--- config.mk ---
export PLATFORM = sky130hd
export DESIGN_NAME = pipeline_hazard_ctrl_flat
export DESIGN_NICKNAME = d
export VERILOG_FILES = /design/src/rtl/pipeline_hazard_ctrl_if.sv /design/src/rtl/pipeline_hazard_ctrl.sv /design/src/flat_wrapper.sv
export SDC_FILE = /design/constraint.sdc
export NUM_CORES = 1
export LEC_CHECK = 0
export CAP_MARGIN = 20
export CELL_PAD_IN_SITES_DETAIL_PLACEMENT = 1
export CELL_PAD_IN_SITES_GLOBAL_PLACEMENT = 2
export CORE_MARGIN = 8
export CORE_UTILIZATION = 39
export DETAILED_ROUTE_END_ITERATION = 10
export DONT_BUFFER_PORTS = 1
export GPL_TIMING_DRIVEN = 0
export PLACE_DENSITY = 0.89
export SYNTH_ARGS = -nofsm -noshare
export SYNTH_HDL_FRONTEND = slang
export SYNTH_SLANG_ARGS = --single-unit
--- constraint.sdc ---
create_clock -name CLK -period 2.56 [get_ports CLK]
set_input_delay 0.256 -clock CLK [delete_from_list [all_inputs] [get_ports CLK]]
set_output_delay 0.256 -clock CLK [all_outputs]
set_load 0.02 [all_outputs]
--- src/rtl/pipeline_hazard_ctrl_if.sv ---
// Hazard-controller bundle: ID/EX/MEM hazard sources in, stage controls out.
// master = pipeline datapath side, slave = hazard controller.
interface pipeline_hazard_ctrl_if #(
  parameter int REG_W = 5,
  parameter int CNT_W = 32
);
  logic [REG_W-1:0] id_rs1;
  logic [REG_W-1:0] id_rs2;
  logic             id_use_rs1;
  logic             id_use_rs2;
  logic [REG_W-1:0] ex_rd;
  logic             ex_MemRead;
  logic             ex_branch_taken;
  logic             mem_access;
  logic             imem_waitrequest;
  logic             dmem_waitrequest;
  logic             pc_en;
  logic [1:0]       pc_sel;
  logic             tgt_latch;
  logic             ifid_en;
  logic             ifid_clr;
  logic             idex_en;
  logic             idex_clr;
  logic             exmem_en;
  logic             memwb_en;
  logic [1:0]       state;
  logic [CNT_W-1:0] stall_cnt;
  logic [CNT_W-1:0] flush_cnt;

  modport master (
    output id_rs1, id_rs2, id_use_rs1, id_use_rs2,
    output ex_rd, ex_MemRead, ex_branch_taken,
    output mem_access, imem_waitrequest, dmem_waitrequest,
    input  pc_en, pc_sel, tgt_latch,
    input  ifid_en, ifid_clr, idex_en, idex_clr,
    input  exmem_en, memwb_en,
    input  state, stall_cnt, flush_cnt
  );

  modport slave (
    input  id_rs1, id_rs2, id_use_rs1, id_use_rs2,
    input  ex_rd, ex_MemRead, ex_branch_taken,
    input  mem_access, imem_waitrequest, dmem_waitrequest,
    output pc_en, pc_sel, tgt_latch,
    output ifid_en, ifid_clr, idex_en, idex_clr,
    output exmem_en, memwb_en,
    output state, stall_cnt, flush_cnt
  );
endinterface

--- src/rtl/pipeline_hazard_ctrl.sv ---
// 5-stage pipeline sequencer: load-use, redirect and Avalon wait stalls,
// plus saturating stall/flush counters.
module pipeline_hazard_ctrl #(
  parameter int REG_W = 5,
  parameter int CNT_W = 32
) (
  input logic CLK,
  input logic RST_n,
  pipeline_hazard_ctrl_if.slave hz
);

  localparam logic [1:0] RUN        = 2'd0;
  localparam logic [1:0] MEM_WAIT   = 2'd1;
  localparam logic [1:0] REDIR_WAIT = 2'd2;

  localparam logic [1:0] SEL_PC4  = 2'd0;
  localparam logic [1:0] SEL_LIVE = 2'd1;
  localparam logic [1:0] SEL_HELD = 2'd2;

  logic [1:0]       state_q, state_d;
  logic [CNT_W-1:0] stall_q, flush_q;
  logic             stall_inc, flush_inc;

  logic dstall, loaduse, br, imw;
  logic br_go, br_hold, lu, iw;

  logic       pc_en, tgt_latch;
  logic [1:0] pc_sel;
  logic       ifid_en, ifid_clr;
  logic       idex_en, idex_clr;
  logic       exmem_en, memwb_en;

  assign dstall  = hz.mem_access & hz.dmem_waitrequest;
  assign loaduse = hz.ex_MemRead & (hz.ex_rd != '0) &
                   ((hz.id_use_rs1 & (hz.id_rs1 == hz.ex_rd)) |
                    (hz.id_use_rs2 & (hz.id_rs2 == hz.ex_rd)));
  assign br  = hz.ex_branch_taken;
  assign imw = hz.imem_waitrequest;

  // Exclusive one-hot of the RUN/MEM_WAIT priority chain
  assign br_go   = br & ~imw;
  assign br_hold = br & imw;
  assign lu      = ~br & loaduse;
  assign iw      = ~br & ~loaduse & imw;

  always_comb begin
    pc_en     = 1'b1;
    pc_sel    = SEL_PC4;
    tgt_latch = 1'b0;
    ifid_en   = 1'b1;
    ifid_clr  = 1'b0;
    idex_en   = 1'b1;
    idex_clr  = 1'b0;
    exmem_en  = 1'b1;
    memwb_en  = 1'b1;
    state_d   = state_q;
    stall_inc = 1'b0;
    flush_inc = 1'b0;

    if (dstall) begin
      pc_en     = 1'b0;
      ifid_en   = 1'b0;
      idex_en   = 1'b0;
      exmem_en  = 1'b0;
      memwb_en  = 1'b0;
      stall_inc = 1'b1;
      state_d   = (state_q == REDIR_WAIT) ? REDIR_WAIT : MEM_WAIT;
    end else if (state_q == REDIR_WAIT) begin
      // EX holds a bubble here, so a taken branch is not looked at
      pc_sel   = SEL_HELD;
      ifid_clr = 1'b1;
      if (imw) begin
        pc_en     = 1'b0;
        stall_inc = 1'b1;
      end else begin
        flush_inc = 1'b1;
        state_d   = RUN;
      end
    end else begin
      state_d = RUN;
      unique case (1'b1)
        br_go: begin
          pc_sel    = SEL_LIVE;
          ifid_clr  = 1'b1;
          idex_clr  = 1'b1;
          flush_inc = 1'b1;
        end
        br_hold: begin
          pc_en     = 1'b0;
          tgt_latch = 1'b1;
          ifid_clr  = 1'b1;
          idex_clr  = 1'b1;
          state_d   = REDIR_WAIT;
        end
        lu: begin
          pc_en     = 1'b0;
          ifid_en   = 1'b0;
          idex_clr  = 1'b1;
          stall_inc = 1'b1;
        end
        iw: begin
          pc_en     = 1'b0;
          ifid_clr  = 1'b1;
          stall_inc = 1'b1;
        end
        default: ;
      endcase
    end

    if (!RST_n) begin
      pc_en     = 1'b0;
      pc_sel    = SEL_PC4;
      tgt_latch = 1'b0;
      ifid_en   = 1'b0;
      ifid_clr  = 1'b0;
      idex_en   = 1'b0;
      idex_clr  = 1'b0;
      exmem_en  = 1'b0;
      memwb_en  = 1'b0;
    end
  end

  always_ff @(posedge CLK or negedge RST_n) begin
    if (!RST_n) begin
      state_q <= RUN;
      stall_q <= '0;
      flush_q <= '0;
    end else begin
      state_q <= state_d;
      if (stall_inc && (stall_q != '1))
        stall_q <= stall_q + CNT_W'(1);
      if (flush_inc && (flush_q != '1))
        flush_q <= flush_q + CNT_W'(1);
    end
  end

  assign hz.pc_en     = pc_en;
  assign hz.pc_sel    = pc_sel;
  assign hz.tgt_latch = tgt_latch;
  assign hz.ifid_en   = ifid_en;
  assign hz.ifid_clr  = ifid_clr;
  assign hz.idex_en   = idex_en;
  assign hz.idex_clr  = idex_clr;
  assign hz.exmem_en  = exmem_en;
  assign hz.memwb_en  = memwb_en;
  assign hz.state     = state_q;
  assign hz.stall_cnt = stall_q;
  assign hz.flush_cnt = flush_q;

endmodule
--- src/flat_wrapper.sv ---
// flat-port wrapper written by rule: the top's interface ports become plain ports
module pipeline_hazard_ctrl_flat 
#(
  parameter int REG_W = 5,
  parameter int CNT_W = 32
)
  (CLK, RST_n, hz_id_rs1, hz_id_rs2, hz_id_use_rs1, hz_id_use_rs2, hz_ex_rd, hz_ex_MemRead, hz_ex_branch_taken, hz_mem_access, hz_imem_waitrequest, hz_dmem_waitrequest, hz_pc_en, hz_pc_sel, hz_tgt_latch, hz_ifid_en, hz_ifid_clr, hz_idex_en, hz_idex_clr, hz_exmem_en, hz_memwb_en, hz_state, hz_stall_cnt, hz_flush_cnt);
  pipeline_hazard_ctrl_if #(.REG_W(REG_W), .CNT_W(CNT_W)) hz_i ();
  input logic CLK;
  input logic RST_n;
  input wire logic [$bits(hz_i.id_rs1)-1:0] hz_id_rs1;
  input wire logic [$bits(hz_i.id_rs2)-1:0] hz_id_rs2;
  input wire logic [$bits(hz_i.id_use_rs1)-1:0] hz_id_use_rs1;
  input wire logic [$bits(hz_i.id_use_rs2)-1:0] hz_id_use_rs2;
  input wire logic [$bits(hz_i.ex_rd)-1:0] hz_ex_rd;
  input wire logic [$bits(hz_i.ex_MemRead)-1:0] hz_ex_MemRead;
  input wire logic [$bits(hz_i.ex_branch_taken)-1:0] hz_ex_branch_taken;
  input wire logic [$bits(hz_i.mem_access)-1:0] hz_mem_access;
  input wire logic [$bits(hz_i.imem_waitrequest)-1:0] hz_imem_waitrequest;
  input wire logic [$bits(hz_i.dmem_waitrequest)-1:0] hz_dmem_waitrequest;
  output wire logic [$bits(hz_i.pc_en)-1:0] hz_pc_en;
  output wire logic [$bits(hz_i.pc_sel)-1:0] hz_pc_sel;
  output wire logic [$bits(hz_i.tgt_latch)-1:0] hz_tgt_latch;
  output wire logic [$bits(hz_i.ifid_en)-1:0] hz_ifid_en;
  output wire logic [$bits(hz_i.ifid_clr)-1:0] hz_ifid_clr;
  output wire logic [$bits(hz_i.idex_en)-1:0] hz_idex_en;
  output wire logic [$bits(hz_i.idex_clr)-1:0] hz_idex_clr;
  output wire logic [$bits(hz_i.exmem_en)-1:0] hz_exmem_en;
  output wire logic [$bits(hz_i.memwb_en)-1:0] hz_memwb_en;
  output wire logic [$bits(hz_i.state)-1:0] hz_state;
  output wire logic [$bits(hz_i.stall_cnt)-1:0] hz_stall_cnt;
  output wire logic [$bits(hz_i.flush_cnt)-1:0] hz_flush_cnt;
  assign hz_i.id_rs1 = hz_id_rs1;
  assign hz_i.id_rs2 = hz_id_rs2;
  assign hz_i.id_use_rs1 = hz_id_use_rs1;
  assign hz_i.id_use_rs2 = hz_id_use_rs2;
  assign hz_i.ex_rd = hz_ex_rd;
  assign hz_i.ex_MemRead = hz_ex_MemRead;
  assign hz_i.ex_branch_taken = hz_ex_branch_taken;
  assign hz_i.mem_access = hz_mem_access;
  assign hz_i.imem_waitrequest = hz_imem_waitrequest;
  assign hz_i.dmem_waitrequest = hz_dmem_waitrequest;
  assign hz_pc_en = hz_i.pc_en;
  assign hz_pc_sel = hz_i.pc_sel;
  assign hz_tgt_latch = hz_i.tgt_latch;
  assign hz_ifid_en = hz_i.ifid_en;
  assign hz_ifid_clr = hz_i.ifid_clr;
  assign hz_idex_en = hz_i.idex_en;
  assign hz_idex_clr = hz_i.idex_clr;
  assign hz_exmem_en = hz_i.exmem_en;
  assign hz_memwb_en = hz_i.memwb_en;
  assign hz_state = hz_i.state;
  assign hz_stall_cnt = hz_i.stall_cnt;
  assign hz_flush_cnt = hz_i.flush_cnt;
  pipeline_hazard_ctrl #(.REG_W(REG_W), .CNT_W(CNT_W)) u_core (.CLK(CLK), .RST_n(RST_n), .hz(hz_i));
endmodule
* Yosys cells after proc, flatten, opt, wreduce, memory -nomap -nowiden *
Cells that the tools add are included.

word-level totals
  register bits after elaboration = 66
  bits of input ports = 24
  output and inout bits = 76
  word-level logic and storage cells = 71

operators by class
  add/sub/neg operators = 2
  equality and inequality tests = 6
  mux-type cells = 39
  bitwise gates (word level) = 14
  reduce and logical (&&, ||, !) cells = 7

operator list
  cell                                                    number
  adder 32 x 1 -> 32 bit (second input constant)          2
  inequality test 32 bit (second input constant)          2
  2-to-1 mux 1 bit                                        31
  2-to-1 mux 2 bit                                        8
  bitwise AND 1 bit                                       10
  == test 5 bit                                           2
  OR reduction 3 bit                                      3
  nonzero test 5 bit                                      1
  inequality test 3 x 2 -> 1 bit (second input constant)  1
  inverter 1 bit                                          3
  == test 2 bit (second input constant)                   1
  logical AND 1 bit                                       2
  OR reduction 2 bit                                      1
  OR 1 bit                                                1

* Logic depth before layout (Yosys ltp) *
Gate-level depths: netlist of run 1.

  word-level depth = 12
  gate-level depth with buffers = 8
  depth with buffers taken out = 7

* Worst setup path after synthesis of run 1 *
No wires, ideal clock.

  path type = reg-to-reg
  from = reg u_core.stall_q[0], in the netlist u_core.hz.stall_cnt[0]
  to = reg u_core.stall_q[16], in the netlist u_core.hz.stall_cnt[16]
  library setup time = 0.130 ns
  arrival time = 1.999 ns
  data required time = 2.430 ns
  slack = 0.430 ns
  cell stages (with the launch flop) = 9
  path buffers = 1
  period minus slack after synthesis = 2.130 ns
  path through = dfrtp_1 ha_1 nand2_1 or3_1 nor4b_2 a211oi_4 buf_6 nand4_1 xnor2_1

between the ends
  longest elaborated chain between the ends = 2
  elaborated cells between the ends (all ways) = 3
  those cells by class = 1 x add/sub; 1 x eq/ne; 1 x reduce/logical

ends and longest elaborated chain
  element                                                                         line                         text
  start, declared                                                                 pipeline_hazard_ctrl.sv:21   logic [CNT_W-1:0] stall_q, flush_q;
  start signal, assigned                                                          pipeline_hazard_ctrl.sv:131  stall_q <= stall_q + CNT_W'(1);
  parallel branches: the longest is 2 deep, another holds adder 32 x 1 -> 32 bit  n/a

Parallel ways; which one is timed is not known.
A chain may end at the register's enable or synchronous reset.

* Worst setup path after layout of run 1 *
  from = reg u_core.stall_q[1], in the netlist u_core.hz.stall_cnt[1]
  to = reg u_core.stall_q[17], in the netlist u_core.hz.stall_cnt[17]

Same word-level chain as after synthesis.

==> flow_metrics.py, run 1 <==
metrics = {
    "critical_path": {
        "slowest_delay_ns": 0.50,
        "crit_slowest_cell": "dfrtp_1",
        "crit_type": "reg2reg",
        "cp_num_buf_inv": 1,
        "cp-end-kind": "flop",
        "required_ns": 2.81,
        "path_delay_family": "simple AND/OR/NAND/NOR gates",
        "arrival_ns": 2.66,
        "crit_path_cell_trace": "ha_1, nand2_1, or3_1, nor4b_4, a211oi_4, buf_6, nand3_1, xnor2_1",
        "cp-start-kind": "flop",
        "critPathMaxFanout": 10,
    },
    "route": {
        "routed_via_density": 5.63,
        "wl_per_cell_um": 19.6,
        "drt_iter0_markers": 101,
        "first_pass_iters": 4,
        "drc": 0,
        "vias": 2438,
        "wl_um": 8470,
        "final_antenna_net_count": 0,
    },
    "floorplan": {
        "die_width_um": 108,
        "coreArea_sq_um": 8220,
        "chipHeight_um": 108,
        "dieArea_sq_um": 11700,
        "ioPinCount": 100,
        "rows": 33,
        "start_util_pct": 40.4,
    },
    "placement": {
        "dp_hpwl_um": 6250,
        "gp_congestion": 0.730,
        "placedCellCount": 414,
        "dpl-instance-area_sq_um": 3450,
        "io_buffers": 0,
    },
    "layout": {
        "stdcell_area_sq_um": 3700,
        "final_cells": 433,
        "final_net_count": 350,
        "diodes": 0,
        "layout_common_cells": "dfrtp_1, xnor2_1, nand3_1",
        "drive_gt1_share_pct": 10.4,
        "layout_commonest_cell": "dfrtp_1",
        "areaGrowthSynthToFinish_pct": 11.6,
    },
    "yosys": {
        "yosysSeqAreaShare_pct": 49.8,
        "ys_warn_count": 0,
        "synth_edf_count": 0,
        "synthesis.nets": 335,
        "synth_cell_types": 39,
        "yosys_register_bits": 66,
        "async_reset_ff_share_pct": 100,
        "syn_area_per_cell_sq_um": 10.7,
        "synth_cells": 309,
        "dominantRegCellSynth": "dfrtp_1",
        "synth_area_sq_um": 3320,
    },
    "sta": {
        "max-slew-margin-rel_pct": 37.2,
        "skew_ns": 0.00479,
        "drv_slew": 0,
        "tns_ns": 0,
        "tightestPinTransition_ns": 0.933,
        "layout_worst_path_cycle_share_pct": 94.2,
        "hold_slack_ns": 0.0685,
        "min_period_ns": 2.41,
        "rsz0062_at_grt": "false",
        "final-setup-viol-count": 0,
        "fmax_mhz": 415,
        "hold_violations": 0,
    },
    "global_route": {
        "first_global_vias": 2689,
        "grt_pass1_wl_um": 13800,
        "grt_max_degree": 67,
        "grtUsageTotal_pct": 14.9,
        "antenna_found_initial": 0,
        "grt.overflow.total": 0,
    },
    "clock_tree": {
        "cts_tree": "done",
        "clock_latency_ns": 0.33,
        "numCtsBuffers": 9,
        "path_clk_slew_ns": 0.07,
        "cts_root_buf": "clkbuf_8",
        "cts.sinks": 66,
        "ctsLongestPathBuffers": 2,
        "htreeDepth": 3,
    },
    "outcome": {
        "status": "complete, no violations",
    },
    "power": {
        "p_leak_nw": 1.60,
        "p_per_area_nw_per_um2": 666,
        "vdd_ir_drop_max_mv": 0.386,
    },
    "worst_hold_path": {
        "holdCritPathClass": "in2reg",
    },
    "job": {
        "maxCapViolCount": 0,
    },
}
## cells by family (layout without fill, tap and decap cells)
group	after synthesis	in the layout	synth area share [%]
fa+ha+maj	2	2	0.754
buf+inv	7	26	1.47
flops	66	66	49.8
mux	2	2	0.679
xor+xnor	72	72	19.0
simple gates	141	141	23.9
compound gates	19	19	4.41
## per-stage QoR
| stage | worst slack [ns] | util, % | total power, W |
|---|---|---|---|
| detailed placement | 0.0864 | 42.0 | 0.00169 |
| global route | 0.0146 | 45.0 | 0.00261 |
| CTS | 0.0668 | 44.5 | 0.00251 |
| finish | 0.150 | 45.0 | 0.00247 |
| floorplan | 0.430 | - | 0.00160 |
| global placement | 0.129 | 42.0 | 0.00168 |
## cell usage after synthesis, types with 2 or more instances
cell      number  share of area, %
buf_4          2              0.45
and2_1         5              0.94
a21oi_1        4              0.60
o21ai_0        4              0.60
nand2_1       24               2.7
nor2_1        13               1.5
a211oi_1       3              0.68
or3_1          2              0.38
inv_1          3              0.34
xnor2_1       51                13
ha_1           2              0.75
nor2b_1        2              0.38
dfrtp_1       66                50
nand4_1       19               3.6
nand3_1       34               5.1
buf_6          2              0.68
and4_1         7               1.8
mux2_2         2              0.68
nor4_1         3              0.57
nor3_1         4              0.60
xor2_1        21               5.5
and3_1        18               3.4
nor4b_1        2              0.53
## cell type report
class,instances,area (sq um)
clock inverters,3,15.0
well taps,105,131
multi-input cells,236,1650
repair buffers,4,52.6
inverters,3,11.3
plain buffers,4,37.5
flip-flops and latches,66,1650
clock buffers,12,155
fillers,916,4520
## power breakdown
group          internal (W)  switching (W)
logic              0.000133       0.000164
registers           0.00114       0.000267
clock network      0.000394       0.000372
total               0.00166       0.000803
## state kept, by name, indices dropped and copies added (netlist names)
signal               cells
u_core.hz.flush_cnt     32
u_core.hz.stall_cnt     32
u_core.hz.state          2
## routing by layer
| metal | vias to the layer above | GRT usage [%] | share of wire (%) |
|---|---|---|---|
| met4 | 0 | 5.95 | 1.2 |
| met3 | 11 | 4.94 | 8.1 |
| met5 | - | 0 | 0 |
| met1 | 1237 | 16.7 | 40 |
| met2 | 62 | 25.5 | 51 |
| li1 | 1128 | - | - |
## path summary, 6_finish.rpt
path                                        startpoint                       to  slack, ns  depth (start not counted)
worst max-delay path            u_core.hz.stall_cnt[1]  u_core.hz.stall_cnt[17]       0.15                          8
min in group asynchronous                        RST_n   u_core.hz.stall_cnt[1]       0.47                          2
worst max register to register  u_core.hz.stall_cnt[1]  u_core.hz.stall_cnt[17]       0.15                          8
worst min-delay path                hz_ex_branch_taken       u_core.hz.state[1]       0.07                          2
worst min register to register  u_core.hz.stall_cnt[0]   u_core.hz.stall_cnt[0]       0.60                          1
max in group asynchronous                        RST_n   u_core.hz.stall_cnt[0]       1.83                          2
## what timing repair did
action                                 in CTS  in global routing
hold buffers                                2                  0
gates resized for setup                     0                  6
endpoints found under the hold margin      66                  0
setup endpoints to repair                   0                 28
setup buffers                               0                  2
Note: power is estimated with default switching activity, not from simulation.
==> inputs of run 2 (changes only) <==
- CELL_PAD_IN_SITES_DETAIL_PLACEMENT: 1 -> 2
==> run 2 against run 1 <==
Against the previous run:
- largest power group unchanged
- combinational power up 6.7%
- via count grew 4.1%
- setup slack worse by 0.022 ns
- final cell count is 0.23% lower
- design area is 1.0% higher
- wire length increased by 16%
- sequential cell count stayed put
- critical path depth is the same
- largest cell class unchanged
- global-route usage up 1.9 points
- non-clock buffer count is 2 lower
- clock power up 27%
- power increased by 9.9%
==> flow_metrics.py, run 2 (same netlist as run 1, synthesis figures left out) <==
metrics = {
    "route": {
        "wl_per_cell_um": 22.7,
        "first_pass_iters": 4,
        "wl_um": 9810,
        "routed_via_density": 5.88,
        "final_antenna_net_count": 0,
        "drt_iter0_markers": 55,
        "vias": 2539,
        "drc": 0,
    },
    "layout": {
        "diodes": 0,
        "final_net_count": 348,
        "fill_cells": 866,
        "final_cells": 432,
        "areaGrowthSynthToFinish_pct": 12.7,
        "layout_commonest_cell": "dfrtp_1",
        "drive_gt1_share_pct": 10.7,
        "layout_common_cells": "dfrtp_1, xnor2_1, nand3_1",
    },
    "worst_hold_path": {
        "holdCritPathClass": "in2reg",
        "min_path_cells": 2,
    },
    "floorplan": {
        "ioPinCount": 100,
        "start_util_pct": 40.4,
        "rows": 33,
        "dieArea_sq_um": 11700,
        "die_width_um": 108,
        "chipHeight_um": 108,
        "coreArea_sq_um": 8220,
    },
    "sta": {
        "tightestPinTransition_ns": 0.946,
        "drv_slew": 0,
        "final-setup-viol-count": 0,
        "hold_violations": 0,
        "skew_ns": 0.00867,
        "fmax_mhz": 411,
        "min_period_ns": 2.43,
        "tns_ns": 0,
        "max-slew-margin-rel_pct": 36.3,
        "setup_ws_ns": 0.128,
        "layout_worst_path_cycle_share_pct": 95.0,
    },
    "global_route": {
        "first_global_vias": 2879,
        "grt_max_degree": 67,
        "grt_pass1_wl_um": 15500,
        "grtUsageTotal_pct": 16.8,
        "antenna_found_initial": 0,
        "grt.overflow.total": 0,
    },
    "power": {
        "vdd_ir_drop_max_mv": 0.370,
        "power_w": 0.00271,
        "p_per_area_nw_per_um2": 725,
        "p_leak_nw": 1.61,
    },
    "critical_path": {
        "cp-end-kind": "flop",
        "critPathMaxFanout": 10,
        "slowest_delay_ns": 0.48,
        "cp-start-kind": "flop",
        "arrival_ns": 2.68,
        "reg2reg_depth": 8,
        "crit_type": "reg2reg",
        "crit_slowest_cell": "or3_1",
        "crit_path_cell_trace": "ha_1, nand2_1, or3_1, nor4b_4, a211oi_4, buf_6, nand3_1, xnor2_1",
        "required_ns": 2.81,
    },
    "placement": {
        "preCtsSetupSlack_ns": 0.0509,
        "dp_hpwl_um": 7110,
        "gp_congestion": 0.730,
        "io_buffers": 0,
        "placedCellCount": 414,
    },
    "clock_tree": {
        "cts.sinks": 66,
        "cts_root_buf": "clkbuf_8",
        "path_clk_slew_ns": 0.07,
        "cts_tree": "done",
        "htreeDepth": 3,
        "cts_setup_buffers": 0,
        "clock_latency_ns": 0.34,
        "numCtsBuffers": 9,
        "ctsLongestPathBuffers": 2,
    },
    "outcome": {
        "status": "complete, no violations",
    },
    "job": {
        "maxCapViolCount": 0,
    },
}
## run 2: where the power goes
part	internal (W)	switching (W)	leakage (nW)
Clock	0.000572	0.000401	0.109
Sequential	0.00114	0.000283	0.898
Combinational	0.000134	0.000183	0.602
Total	0.00184	0.000867	1.61
## run 2: final timing paths
| kind | endpoint | slack [ns] | startpoint |
|---|---|---|---|
| worst min register to register | u_core.hz.stall_cnt[0] | 0.60 | u_core.hz.stall_cnt[0] |
| worst min-delay path | u_core.hz.state[1] | 0.09 | hz_ex_branch_taken |
| min in group asynchronous | u_core.hz.stall_cnt[6] | 0.46 | RST_n |
| worst max register to register | u_core.hz.stall_cnt[22] | 0.13 | u_core.hz.stall_cnt[1] |
| max in group asynchronous | u_core.hz.flush_cnt[7] | 1.81 | RST_n |
| worst max-delay path | u_core.hz.stall_cnt[22] | 0.13 | u_core.hz.stall_cnt[1] |
## run 2: final cells by class
type | instances | area (sq um) | share of cell area (%)
Tap cell | 105 | 131 | 3.51
Sequential cell | 66 | 1650 | 44.2
Inverter | 3 | 11.3 | 0.301
Buffer | 4 | 37.5 | 1.00
Clock inverter | 5 | 77.6 | 2.07
Timing Repair Buffer | 2 | 37.5 | 1.00
Multi-Input combinational cell | 236 | 1650 | 44.1
Clock buffer | 11 | 141 | 3.78
## run 2: through the flow
step	hold WS (ns)	area [sq um]	util, %
after CTS	0.0880	3710	45.2
after detailed placement	-0.0376	3450	42.0
after global routing	0.0893	3740	45.5
after global placement	-0.0375	3450	42.0
after floorplan	-0.0396	3320	-
final	0.0857	3740	45.5
## run 2: critical path, delay by kind of cell, from the launching register on
family                     cells  cell delay, ns
and+or+nand+nor                4            1.11
DFF                            1            0.47
adders and majority gates      1            0.27
buffers and inverters          1            0.21
AOI/OAI and AO/OA              1            0.15
xor gates and xnor gates       1            0.14
## run 2: timing repair
action,4_1_cts,5_1_grt
setup endpoints to repair,3,26
pin swaps,0,2
resized for setup,2,6
hold endpoints to repair,66,0
hold buffers,2,0
## run 2: routing by layer
layer  routed length (um)  vias to the layer above  track usage, %
li1                     -                     1122               -
met1                 3580                     1332            17.8
met2                 5310                       69            30.3
met3                  713                       16            5.18
met4                  201                        0            6.84
met5                    0                        -               0
